==> config.mk <==
export PLATFORM = sky130hd
export DESIGN_NAME = accel_bus_responder_flat
export DESIGN_NICKNAME = d
export VERILOG_FILES = /design/src/rtl/accel_bus_responder_if.sv /design/src/rtl/accel_bus_responder.sv /design/src/flat_wrapper.sv
export SDC_FILE = /design/constraint.sdc
export NUM_CORES = 1
export LEC_CHECK = 0
export ABC_CLOCK_PERIOD_IN_PS = 7400
export CORE_MARGIN = 2
export CORE_UTILIZATION = 35
export CTS_CLUSTER_DIAMETER = 80
export CTS_CLUSTER_SIZE = 14
export DETAILED_ROUTE_END_ITERATION = 10
export RECOVER_POWER = 100
export SETUP_SLACK_MARGIN = 0.4
export SLEW_MARGIN = 40
export SYNTH_ARGS = -nofsm -noshare
export SYNTH_HDL_FRONTEND = slang
export SYNTH_SLANG_ARGS = --single-unit
export TNS_END_PERCENT = 1
==> constraint.sdc <==
create_clock -name clk -period 7.4 [get_ports clk]
set_input_delay 1.48 -clock clk [delete_from_list [all_inputs] [get_ports clk]]
set_output_delay 1.48 -clock clk [all_outputs]
set_load 0.03 [all_outputs]
==> src/rtl/accel_bus_responder_if.sv <==
// CPU accelerator bus: request/handshake from the CPU, read data and completion back from the responder.
interface accel_bus_responder_if;
   logic        accel_en;
   logic        bus_wr;
   logic [2:0]  acc_regaddr;
   logic [15:0] host_wdata;
   logic [15:0] bus_rdata;
   logic        bus_oe;
   logic        accel_done;

   modport master (
      output accel_en, bus_wr, acc_regaddr, host_wdata,
      input  bus_rdata, bus_oe, accel_done
   );

   modport slave (
      input  accel_en, bus_wr, acc_regaddr, host_wdata,
      output bus_rdata, bus_oe, accel_done
   );
endinterface

==> src/rtl/accel_bus_responder.sv <==
// Accelerator-side bus responder: 8-entry register map plus a 2-stage signed 16x16 MAC engine.
// Read data and accel_done are registered and valid during the single RESP cycle.
module accel_bus_responder #(
   parameter int unsigned ACC_W  = 32,
   parameter int unsigned CNT_W  = 8,
   parameter logic [15:0] ID_VAL = 16'hACC1
) (
   input  logic                 clk,
   input  logic                 rst_n,
   accel_bus_responder_if.slave bus
);

   localparam int unsigned DW = 16;
   localparam int unsigned PW = 2 * DW;

   localparam logic [2:0] A_CTRL    = 3'd0;
   localparam logic [2:0] A_STATUS  = 3'd1;
   localparam logic [2:0] A_OP_A    = 3'd2;
   localparam logic [2:0] A_OP_B    = 3'd3;
   localparam logic [2:0] A_ACC_LO  = 3'd4;
   localparam logic [2:0] A_ACC_HI  = 3'd5;
   localparam logic [2:0] A_ID      = 3'd6;
   localparam logic [2:0] A_SCRATCH = 3'd7;

   typedef enum logic [1:0] {IDLE, STALL, RESP, RELEASE} state_t;

   state_t            state_q, state_d;
   logic              req_rd_q;
   logic [2:0]        req_addr_q;
   logic [DW-1:0]     req_wdata_q;

   logic [DW-1:0]     op_a_q, op_b_q, scratch_q;
   logic              sat_en_q, ovf_q;
   logic [ACC_W-1:0]  acc_q;
   logic [CNT_W-1:0]  mac_count_q;
   logic              mac_launch_q, prod_valid_q;
   logic [PW-1:0]     prod_q;

   logic              done_d, oe_d;
   logic [DW-1:0]     rdata_d;

   logic              busy_c, hazard_c, cur_rd_c, wr_commit_c, mac_ovf_c;
   logic [2:0]        cur_addr_c;
   logic [DW-1:0]     rd_mux_c;
   logic [PW-1:0]     prod_c;
   logic signed [ACC_W:0] sum_c;

   assign busy_c      = mac_launch_q | prod_valid_q;
   assign wr_commit_c = (state_q == RESP) && !req_rd_q;
   assign cur_rd_c    = (state_q == IDLE) ? bus.bus_wr : req_rd_q;
   assign cur_addr_c  = (state_q == IDLE) ? bus.acc_regaddr : req_addr_q;

   // Anything that would observe or disturb the in-flight MAC must wait for it to drain.
   assign hazard_c = busy_c &&
      (( bus.bus_wr && (bus.acc_regaddr == A_STATUS || bus.acc_regaddr == A_ACC_LO ||
                        bus.acc_regaddr == A_ACC_HI)) ||
       (!bus.bus_wr && (bus.acc_regaddr == A_OP_B ||
                        (bus.acc_regaddr == A_CTRL && bus.host_wdata[0]))));

   assign prod_c    = $signed({{DW{op_a_q[DW-1]}}, op_a_q}) * $signed({{DW{op_b_q[DW-1]}}, op_b_q});
   assign sum_c     = (ACC_W+1)'($signed(acc_q)) + (ACC_W+1)'($signed(prod_q));
   assign mac_ovf_c = sum_c[ACC_W] ^ sum_c[ACC_W-1];

   always_comb begin
      rd_mux_c = '0;
      case (cur_addr_c)
         A_CTRL:    rd_mux_c = {14'd0, sat_en_q, 1'b0};
         A_STATUS:  rd_mux_c = {8'(mac_count_q), 6'd0, ovf_q, busy_c};
         A_OP_A:    rd_mux_c = op_a_q;
         A_OP_B:    rd_mux_c = op_b_q;
         A_ACC_LO:  rd_mux_c = acc_q[15:0];
         A_ACC_HI:  rd_mux_c = acc_q[31:16];
         A_ID:      rd_mux_c = ID_VAL;
         A_SCRATCH: rd_mux_c = scratch_q;
         default:   rd_mux_c = '0;
      endcase
   end

   // Next state; bus outputs are precomputed so they are registered into RESP.
   always_comb begin
      state_d = state_q;
      done_d  = 1'b0;
      oe_d    = 1'b0;
      rdata_d = '0;
      case (state_q)
         IDLE:    if (bus.accel_en) state_d = hazard_c ? STALL : RESP;
         STALL:   if (!busy_c) state_d = RESP;
         RESP:    state_d = RELEASE;
         RELEASE: if (!bus.accel_en) state_d = IDLE;
         default: state_d = IDLE;
      endcase
      if (state_d == RESP) begin
         done_d = 1'b1;
         if (cur_rd_c) begin
            oe_d    = 1'b1;
            rdata_d = rd_mux_c;
         end
      end
   end

   always_ff @(posedge clk) begin
      if (!rst_n) begin
         state_q        <= IDLE;
         req_rd_q       <= 1'b0;
         req_addr_q     <= '0;
         req_wdata_q    <= '0;
         bus.accel_done <= 1'b0;
         bus.bus_oe     <= 1'b0;
         bus.bus_rdata  <= '0;
      end else begin
         state_q        <= state_d;
         bus.accel_done <= done_d;
         bus.bus_oe     <= oe_d;
         bus.bus_rdata  <= rdata_d;
         if (state_q == IDLE && bus.accel_en) begin
            req_rd_q    <= bus.bus_wr;
            req_addr_q  <= bus.acc_regaddr;
            req_wdata_q <= bus.host_wdata;
         end
      end
   end

   // Register file and MAC pipeline; clr is ordered last so it wins.
   always_ff @(posedge clk) begin
      if (!rst_n) begin
         op_a_q       <= '0;
         op_b_q       <= '0;
         scratch_q    <= '0;
         sat_en_q     <= 1'b0;
         ovf_q        <= 1'b0;
         acc_q        <= '0;
         mac_count_q  <= '0;
         mac_launch_q <= 1'b0;
         prod_valid_q <= 1'b0;
         prod_q       <= '0;
      end else begin
         mac_launch_q <= wr_commit_c && (req_addr_q == A_OP_B);
         prod_valid_q <= mac_launch_q;
         if (mac_launch_q) prod_q <= prod_c;

         if (prod_valid_q) begin
            if (mac_ovf_c) begin
               ovf_q <= 1'b1;
               if (sat_en_q)
                  acc_q <= sum_c[ACC_W] ? {1'b1, {(ACC_W-1){1'b0}}} : {1'b0, {(ACC_W-1){1'b1}}};
               else
                  acc_q <= sum_c[ACC_W-1:0];
            end else begin
               acc_q <= sum_c[ACC_W-1:0];
            end
            if (mac_count_q != {CNT_W{1'b1}}) mac_count_q <= mac_count_q + CNT_W'(1);
         end

         if (wr_commit_c) begin
            case (req_addr_q)
               A_CTRL: begin
                  sat_en_q <= req_wdata_q[1];
                  if (req_wdata_q[0]) begin
                     acc_q       <= '0;
                     mac_count_q <= '0;
                     ovf_q       <= 1'b0;
                  end
               end
               A_OP_A:    op_a_q    <= req_wdata_q;
               A_OP_B:    op_b_q    <= req_wdata_q;
               A_SCRATCH: scratch_q <= req_wdata_q;
               default: ;
            endcase
         end
      end
   end

endmodule

==> src/flat_wrapper.sv <==
// flat-port wrapper written by rule: the top's interface ports become plain ports
module accel_bus_responder_flat 
#(
   parameter int unsigned ACC_W  = 32,
   parameter int unsigned CNT_W  = 8,
   parameter logic [15:0] ID_VAL = 16'hACC1
)
  (clk, rst_n, bus_accel_en, bus_bus_wr, bus_acc_regaddr, bus_host_wdata, bus_bus_rdata, bus_bus_oe, bus_accel_done);
  accel_bus_responder_if bus_i ();
  input  logic clk;
  input  logic rst_n;
  input wire logic [$bits(bus_i.accel_en)-1:0] bus_accel_en;
  input wire logic [$bits(bus_i.bus_wr)-1:0] bus_bus_wr;
  input wire logic [$bits(bus_i.acc_regaddr)-1:0] bus_acc_regaddr;
  input wire logic [$bits(bus_i.host_wdata)-1:0] bus_host_wdata;
  output wire logic [$bits(bus_i.bus_rdata)-1:0] bus_bus_rdata;
  output wire logic [$bits(bus_i.bus_oe)-1:0] bus_bus_oe;
  output wire logic [$bits(bus_i.accel_done)-1:0] bus_accel_done;
  assign bus_i.accel_en = bus_accel_en;
  assign bus_i.bus_wr = bus_bus_wr;
  assign bus_i.acc_regaddr = bus_acc_regaddr;
  assign bus_i.host_wdata = bus_host_wdata;
  assign bus_bus_rdata = bus_i.bus_rdata;
  assign bus_bus_oe = bus_i.bus_oe;
  assign bus_accel_done = bus_i.accel_done;
  accel_bus_responder #(.ACC_W(ACC_W), .CNT_W(CNT_W), .ID_VAL(ID_VAL)) u_core (.clk(clk), .rst_n(rst_n), .bus(bus_i));
endmodule
==> impl_metrics.py, run 1 <==
metrics = {
    "sta": {
        "setup_ws_ps": 586,
        "setup_viol_count_final": 0,
        "fin_setup_tns_ps": 0,
        "tightest_slew_ps": 3410,
        "period_minus_slack_ps": 6810,
        "slew_viol_final": 103,
        "rsz0062_at_grt": "true",
        "finalHoldViolations": 0,
        "slew_headroom_pct": -128,
        "clock-skew-final_ps": 15.2,
        "fmax_mhz": 147,
        "finalCritPeriodShare_pct": 92.1,
    },
    "place": {
        "dp_slack_ps": 689,
        "place_hpwl_mm": 39.5,
        "portBuffers": 40,
        "gp_congestion": 0.889,
    },
    "yosys": {
        "synth.avg_cell_area_um2": 8.68,
        "synth_cell_types": 74,
        "ys_seq_area_share_pct": 18.4,
        "ys_top_cells_by_area": "fa_1 (30%), dfxtp_1 (18%), ha_1 (8.1%)",
        "yosysTopAreaCellShare_pct": 29.6,
        "synth_xor_area_share_pct": 3.04,
        "synth_top_family_by_area": "adder cells",
        "synth.area.mux_share_pct": 1.60,
        "synthSimpleGateAreaFrac_pct": 17.1,
        "ys_warn_count": 0,
        "synth-compound-area-share_pct": 13.7,
        "synth_top_area_cell": "fa_1",
        "synth-edff-count": 0,
        "synthArstFlopShare_pct": 0,
        "ys_ff_latch": 164,
        "syn_inst": 2052,
        "syn-num-nets": 2453,
        "yosys.cell_count.top_type": "nand2_1",
        "yosys-top-cells-count": "nand2_1 (337), inv_1 (296), fa_1 (263)",
        "syn_area_um2": 17800,
        "synth_fa_ha_area_share_pct": 37.6,
        "ys.flop_type": "dfxtp_1",
    },
    "critical_path": {
        "ff2ff_path_depth": 20,
        "worstReg2RegStart": "u_core.op_b_q[4]",
        "required_ps": 7750,
        "cp-end-kind": "flip-flop",
        "crit_end": "u_core.prod_q[29]",
        "rrSetupSlack_ps": 590,
        "startpoint_type": "flip-flop",
        "startpoint": "u_core.op_b_q[4]",
        "arrival_ps": 7160,
        "worstReg2RegEnd": "u_core.prod_q[29]",
        "cp_max_fo": 14,
        "crit_type": "reg2reg",
    },
    "cts": {
        "cts_root_buf": "clkbuf_16",
        "clock_latency_ps": 460,
        "clockBufferDepth": 2,
        "htree_levels": 4,
        "clkSinkCount": 164,
        "post_cts_buffers": 0,
        "cts_buffers": 17,
        "clk_pin_slew_ps": 80,
        "cts_tree": "yes",
    },
    "drt": {
        "via_per_inst": 5.25,
        "drtAntennaViolNets": 0,
        "drc_errors": 0,
        "vias": 14300,
        "wl_per_cell_um": 18.6,
        "finalWirelength_mm": 50.8,
        "drt-initial-drc-count": 1136,
        "first_pass_iters": 8,
    },
    "floorplan": {
        "start_util_pct": 35.5,
        "die_x_um": 230,
        "die_area_um2": 52700,
        "rows": 82,
        "core-area_um2": 50200,
        "pin_count": 41,
        "die_h_um": 230,
    },
    "global_routing": {
        "antenna_found_initial": 0,
        "groute.usage.overall_pct": 19.8,
        "grt_pass1_wl_mm": 82.2,
        "grt_max_degree": 71,
        "grt.overflow.total": 0,
        "first_global_vias": 14900,
    },
    "power": {
        "vdd_ir_drop_max_mv": 0.143,
        "leakage_nw": 9.18,
        "power.density_nw_per_um2": 98.8,
    },
    "final_layout": {
        "num-fill-cells": 5091,
        "fin_nets": 2443,
        "synthToLayoutAreaGrowth_pct": 9.29,
        "drive_gt1_share_pct": 4.19,
        "insertedDiodeCount": 0,
    },
    "run": {
        "maxCapViolations": 2,
    },
    "outcome": {
        "status": "complete, but fails checks",
        "violations": "capacitance limit, slew limit",
    },
    "hold_path": {
        "hold_path_class": "reg2reg",
    },
}
==> metrics by stage <==
step	instance area [µm²]	hold slack, ps	instances	total power [W]	util [%]
after CTS	19500	456	2726	0.00193	38.8
after detailed placement	18900	446	2695	0.00107	37.7
after global routing	19500	482	2726	0.00198	38.8
after floorplan	17800	430	2052	0.00100	-
after global placement	18900	443	2694	0.00106	37.6
final	19500	457	2726	0.00192	38.8
==> per-layer routing <==
metal	GRT usage (%)	vias to the layer above	wire (µm)
li1	-	6583	-
met1	26.9	7201	22400
met2	33.2	473	24300
met3	2.27	66	2860
met4	5.97	0	1300
met5	0	-	0
==> sequential cells by signal, summed over array words and instances (netlist names), 2 cells and up <==
name,cells
u_core.req_wdata_q,16
u_core.bus.bus_rdata,16
u_core.prod_q,32
u_core.state_q,2
u_core.op_a_q,16
u_core.mac_count_q,8
u_core.acc_q,32
u_core.scratch_q,16
u_core.op_b_q,16
u_core.req_addr_q,3
==> report_power, final <==
group / switching, W / leakage, nW / total [W] / internal, W
clock network: 0.000430 / 0.273 / 0.000875 / 0.000445
registers: 0.0000164 / 1.33 / 0.000908 / 0.000892
logic: 0.000100 / 7.58 / 0.000140 / 0.0000393
total: 0.000546 / 9.18 / 0.00192 / 0.00138
==> kinds of logic (layout without fill, tap and decap cells) <==
kind of cell | count (synthesis) | in the layout
AO/OA/AOI/OAI | 366 | 366
XOR/XNOR | 61 | 61
adder cells (fa/ha/maj) | 378 | 378
buffers and inverters | 396 | 398
flip-flops | 164 | 164
multiplexers | 28 | 28
AND/OR/NAND/NOR | 659 | 659
==> how the worst min path moves through the flow <==
stage / start / endpoint / slack [ps] / cells past startpoint
finish: u_core.scratch_q[7] / u_core.scratch_q[7] / 460 / 2
detailed placement: u_core.scratch_q[7] / u_core.scratch_q[7] / 450 / 2
global placement: u_core.scratch_q[1] / u_core.scratch_q[1] / 440 / 2
global route: u_core.scratch_q[0] / u_core.scratch_q[0] / 480 / 2
floorplan: u_core.prod_q[30] / u_core.prod_q[30] / 430 / 2
CTS: u_core.scratch_q[7] / u_core.scratch_q[7] / 460 / 2
==> area by class of cell <==
cell class | instances | area, µm² | share of cell area (%)
clock buffers | 17 | 425 | 2.19
clock inverters | 14 | 140 | 0.720
inverters | 298 | 1120 | 5.75
multi-input cells | 1492 | 13000 | 67.0
flip-flops and latches | 164 | 3290 | 16.9
well taps | 672 | 841 | 4.32
repair buffers | 69 | 611 | 3.14
==> repair_timing <==
action                                  CTS  global route
gates resized for setup                   0             7
hold buffers                              0             0
endpoints found under the setup margin    0             7
hold endpoints to repair                  0             0
==> cell usage in the layout (no fill, tap or decap), types with 9 or more instances in the layout <==
| cell type | n |
|---|---|
| ha_1 | 115 |
| fa_1 | 263 |
| inv_1 | 297 |
| a31oi_1 | 9 |
| o211ai_1 | 9 |
| clkbuf_16 | 17 |
| a21oi_1 | 151 |
| dlygate4sd3_1 | 19 |
| and2_1 | 126 |
| xor2_1 | 18 |
| xnor2_1 | 42 |
| o21ai_0 | 34 |
| clkdlybuf4s50_1 | 21 |
| o21bai_1 | 9 |
| and3_1 | 16 |
| a221o_1 | 31 |
| nor2_1 | 100 |
| nand2b_1 | 12 |
| a21o_1 | 31 |
| dfxtp_1 | 157 |
| nand2_1 | 335 |
| mux2i_1 | 23 |
| nand3_1 | 21 |
| buf_4 | 24 |
| a211oi_1 | 19 |
| nor3_1 | 10 |
==> critical path: stages (launching register included) <==
cell,delay [ps]
dfxtp_1,740
clkbuf_1,250
and2_0,200
fa_1,400
inv_1,80
fa_1,450
fa_1,440
fa_1,490
inv_1,60
fa_1,540
fa_1,420
ha_1,360
and3_1,210
a221oi_1,510
nand2_1,140
o2111ai_1,280
nand3_1,190
a31oi_1,280
o21bai_1,160
a211o_1,310
a32o_1,200
Power figures use the tool's default switching activity.
==> run 2: changes to the inputs <==
--- a/config.mk
+++ b/config.mk
@@ -5,7 +5,7 @@
 export SDC_FILE = /design/constraint.sdc
 export NUM_CORES = 1
 export LEC_CHECK = 0
-export ABC_CLOCK_PERIOD_IN_PS = 7400
+export ABC_CLOCK_PERIOD_IN_PS = 6750
 export CORE_MARGIN = 2
 export CORE_UTILIZATION = 35
 export CTS_CLUSTER_DIAMETER = 80
==> constraint.sdc (replaced) <==
create_clock -name clk -period 6.75 [get_ports clk]
set_input_delay 1.35 -clock clk [delete_from_list [all_inputs] [get_ports clk]]
set_output_delay 1.35 -clock clk [all_outputs]
set_load 0.03 [all_outputs]
==> impl_metrics.py, run 2 (synthesis results as in run 1) <==
metrics = {
    "sta": {
        "slew_headroom_pct": -121,
        "period_minus_slack_ps": 6250,
        "finalCritPeriodShare_pct": 92.6,
        "rsz0062_at_grt": "true",
        "setup_viol_count_final": 0,
        "fmax_mhz": 160,
        "fin_setup_tns_ps": 0,
        "tightest_slew_ps": 3320,
        "slew_viol_final": 101,
        "finalHoldViolations": 0,
        "clock-skew-final_ps": 15.4,
    },
    "critical_path": {
        "required_ps": 7100,
        "cp_max_fo": 8,
        "worstReg2RegStart": "u_core.op_a_q[3]",
        "crit_type": "reg2reg",
        "rrSetupSlack_ps": 500,
        "arrival_ps": 6600,
        "worstReg2RegEnd": "u_core.prod_q[28]",
        "startpoint_type": "flip-flop",
        "ff2ff_path_depth": 20,
        "cp-end-kind": "flip-flop",
    },
    "floorplan": {
        "die_h_um": 230,
        "die_x_um": 230,
        "pin_count": 41,
        "core-area_um2": 50200,
        "die_area_um2": 52700,
        "start_util_pct": 35.5,
        "rows": 82,
    },
    "place": {
        "place_hpwl_mm": 40.4,
        "portBuffers": 40,
        "placed_area_um2": 19100,
        "gp_congestion": 0.904,
    },
    "final_layout": {
        "fin_nets": 2465,
        "num-fill-cells": 5059,
        "final_cell_area_um2": 19700,
        "layout_common_cells": "nand2_1 (335), inv_1 (297), fa_1 (263)",
        "insertedDiodeCount": 0,
        "final_core_util_pct": 39.3,
        "final_common_cell": "nand2_1",
        "drive_gt1_share_pct": 6.21,
        "synthToLayoutAreaGrowth_pct": 10.8,
        "top_regs": "u_core.acc_q: 32 flops, u_core.prod_q: 32 flops",
    },
    "cts": {
        "htree_levels": 4,
        "cts_tree": "yes",
        "cts_hold_repair.buffers": 0,
        "cts_buffers": 17,
        "clockBufferDepth": 2,
        "clock_latency_ps": 460,
        "clkSinkCount": 164,
        "clk_pin_slew_ps": 70,
        "cts_root_buf": "clkbuf_16",
    },
    "global_routing": {
        "grt_pass1_wl_mm": 83.5,
        "grt.busiest_layer": "met2",
        "first_global_vias": 15100,
        "groute.usage.overall_pct": 20.2,
        "grt_max_degree": 69,
        "grtUsageMet3_pct": 2.66,
        "grt.overflow.total": 0,
        "grt_util_met1_pct": 27.1,
        "grt_util_met2_pct": 33.8,
        "antenna_found_initial": 0,
    },
    "drt": {
        "finalWirelength_mm": 51.5,
        "via_per_inst": 5.25,
        "vias": 14400,
        "wl_per_cell_um": 18.7,
        "drtAntennaViolNets": 0,
        "drt-initial-drc-count": 1144,
        "drc_errors": 2,
        "first_pass_iters": 9,
    },
    "power": {
        "power.density_nw_per_um2": 110,
        "vdd_ir_drop_max_mv": 0.149,
        "total_power_w": 0.00216,
        "leakage_nw": 9.32,
    },
    "run": {
        "maxCapViolations": 2,
    },
    "hold_path": {
        "hold_depth": 2,
        "hold_path_class": "reg2reg",
        "hold_path.startpoint": "u_core.scratch_q[6]",
        "min_to": "u_core.scratch_q[6]",
    },
    "outcome": {
        "status": "complete, but fails checks",
        "violations": "DRC, capacitance limit, slew limit",
    },
}
-- run 2: changes by cell type in the layout (fill, tap and decap cells not counted), moves of 3 or more --
cell	previous run	this run
buf_4	24	44
clkinv_8	1	4
dfxtp_1	157	145
dfxtp_2	7	19
-- run 2: how the worst max path moves through the flow --
stage,from,to,cells after the start
5_1_grt,u_core.op_a_q[3],u_core.prod_q[30],21
4_1_cts,u_core.op_b_q[10],u_core.prod_q[29],19
2_1_floorplan,u_core.op_a_q[15],u_core.prod_q[29],20
6_report,u_core.op_a_q[3],u_core.prod_q[28],20
3_3_place_gp,u_core.op_a_q[9],u_core.prod_q[24],22
3_5_place_dp,u_core.op_b_q[1],u_core.prod_q[28],19
-- run 2: area by class of cell --
class | count | area (µm²) | share of cell area (%)
Clock buffer | 18 | 439 | 2.23
Clock inverter | 14 | 163 | 0.825
Inverter | 298 | 1120 | 5.67
Multi-Input combinational cell | 1492 | 13100 | 66.3
Sequential cell | 164 | 3310 | 16.8
Tap cell | 672 | 841 | 4.26
Timing Repair Buffer | 91 | 779 | 3.95
-- run 2: metal layers --
layer	share of wire [%]	wire (µm)	up-vias
met5	0	0	-
met4	2.9	1520	0
met3	6.2	3180	84
met2	48	24500	483
met1	43	22300	7247
li1	-	-	6628
-- run 2: critical path, cell delays in order (launching register included) --
cell,delay (ps)
dfxtp_1,570
clkbuf_1,320
and2_0,220
fa_1,420
ha_1,200
inv_1,70
fa_1,440
fa_1,540
inv_1,50
fa_1,490
fa_1,430
ha_1,350
a21oi_1,190
o21ai_1,150
a2111oi_2,420
clkbuf_4,240
nor3b_1,60
a41o_1,290
a21oi_1,300
xor2_1,120
a211oi_1,260
-- run 2: power by group --
| group | total [W] | internal (W) | switching [W] | leakage, nW |
|---|---|---|---|---|
| Sequential | 0.000997 | 0.000978 | 0.0000191 | 1.33 |
| Clock | 0.00101 | 0.000508 | 0.000504 | 0.288 |
| Combinational | 0.000153 | 0.0000430 | 0.000110 | 7.70 |
| Total | 0.00216 | 0.00153 | 0.000633 | 9.32 |
-- run 2: timing repair --
| item | 4_1_cts | 5_1_grt |
|---|---|---|
| resized for setup | 12 | 20 |
| pin swaps | 0 | 4 |
| setup buffers | 0 | 0 |
| setup endpoints to repair | 10 | 10 |
-- run 2: through the flow --
stage          worst slack, ps  hold slack, ps  std cells
2_1_floorplan              603             430       2052
3_3_place_gp               243             440       2716
3_5_place_dp               239             447       2717
4_1_cts                    426             457       2749
5_1_grt                    207             479       2749
6_report                   501             460       2749
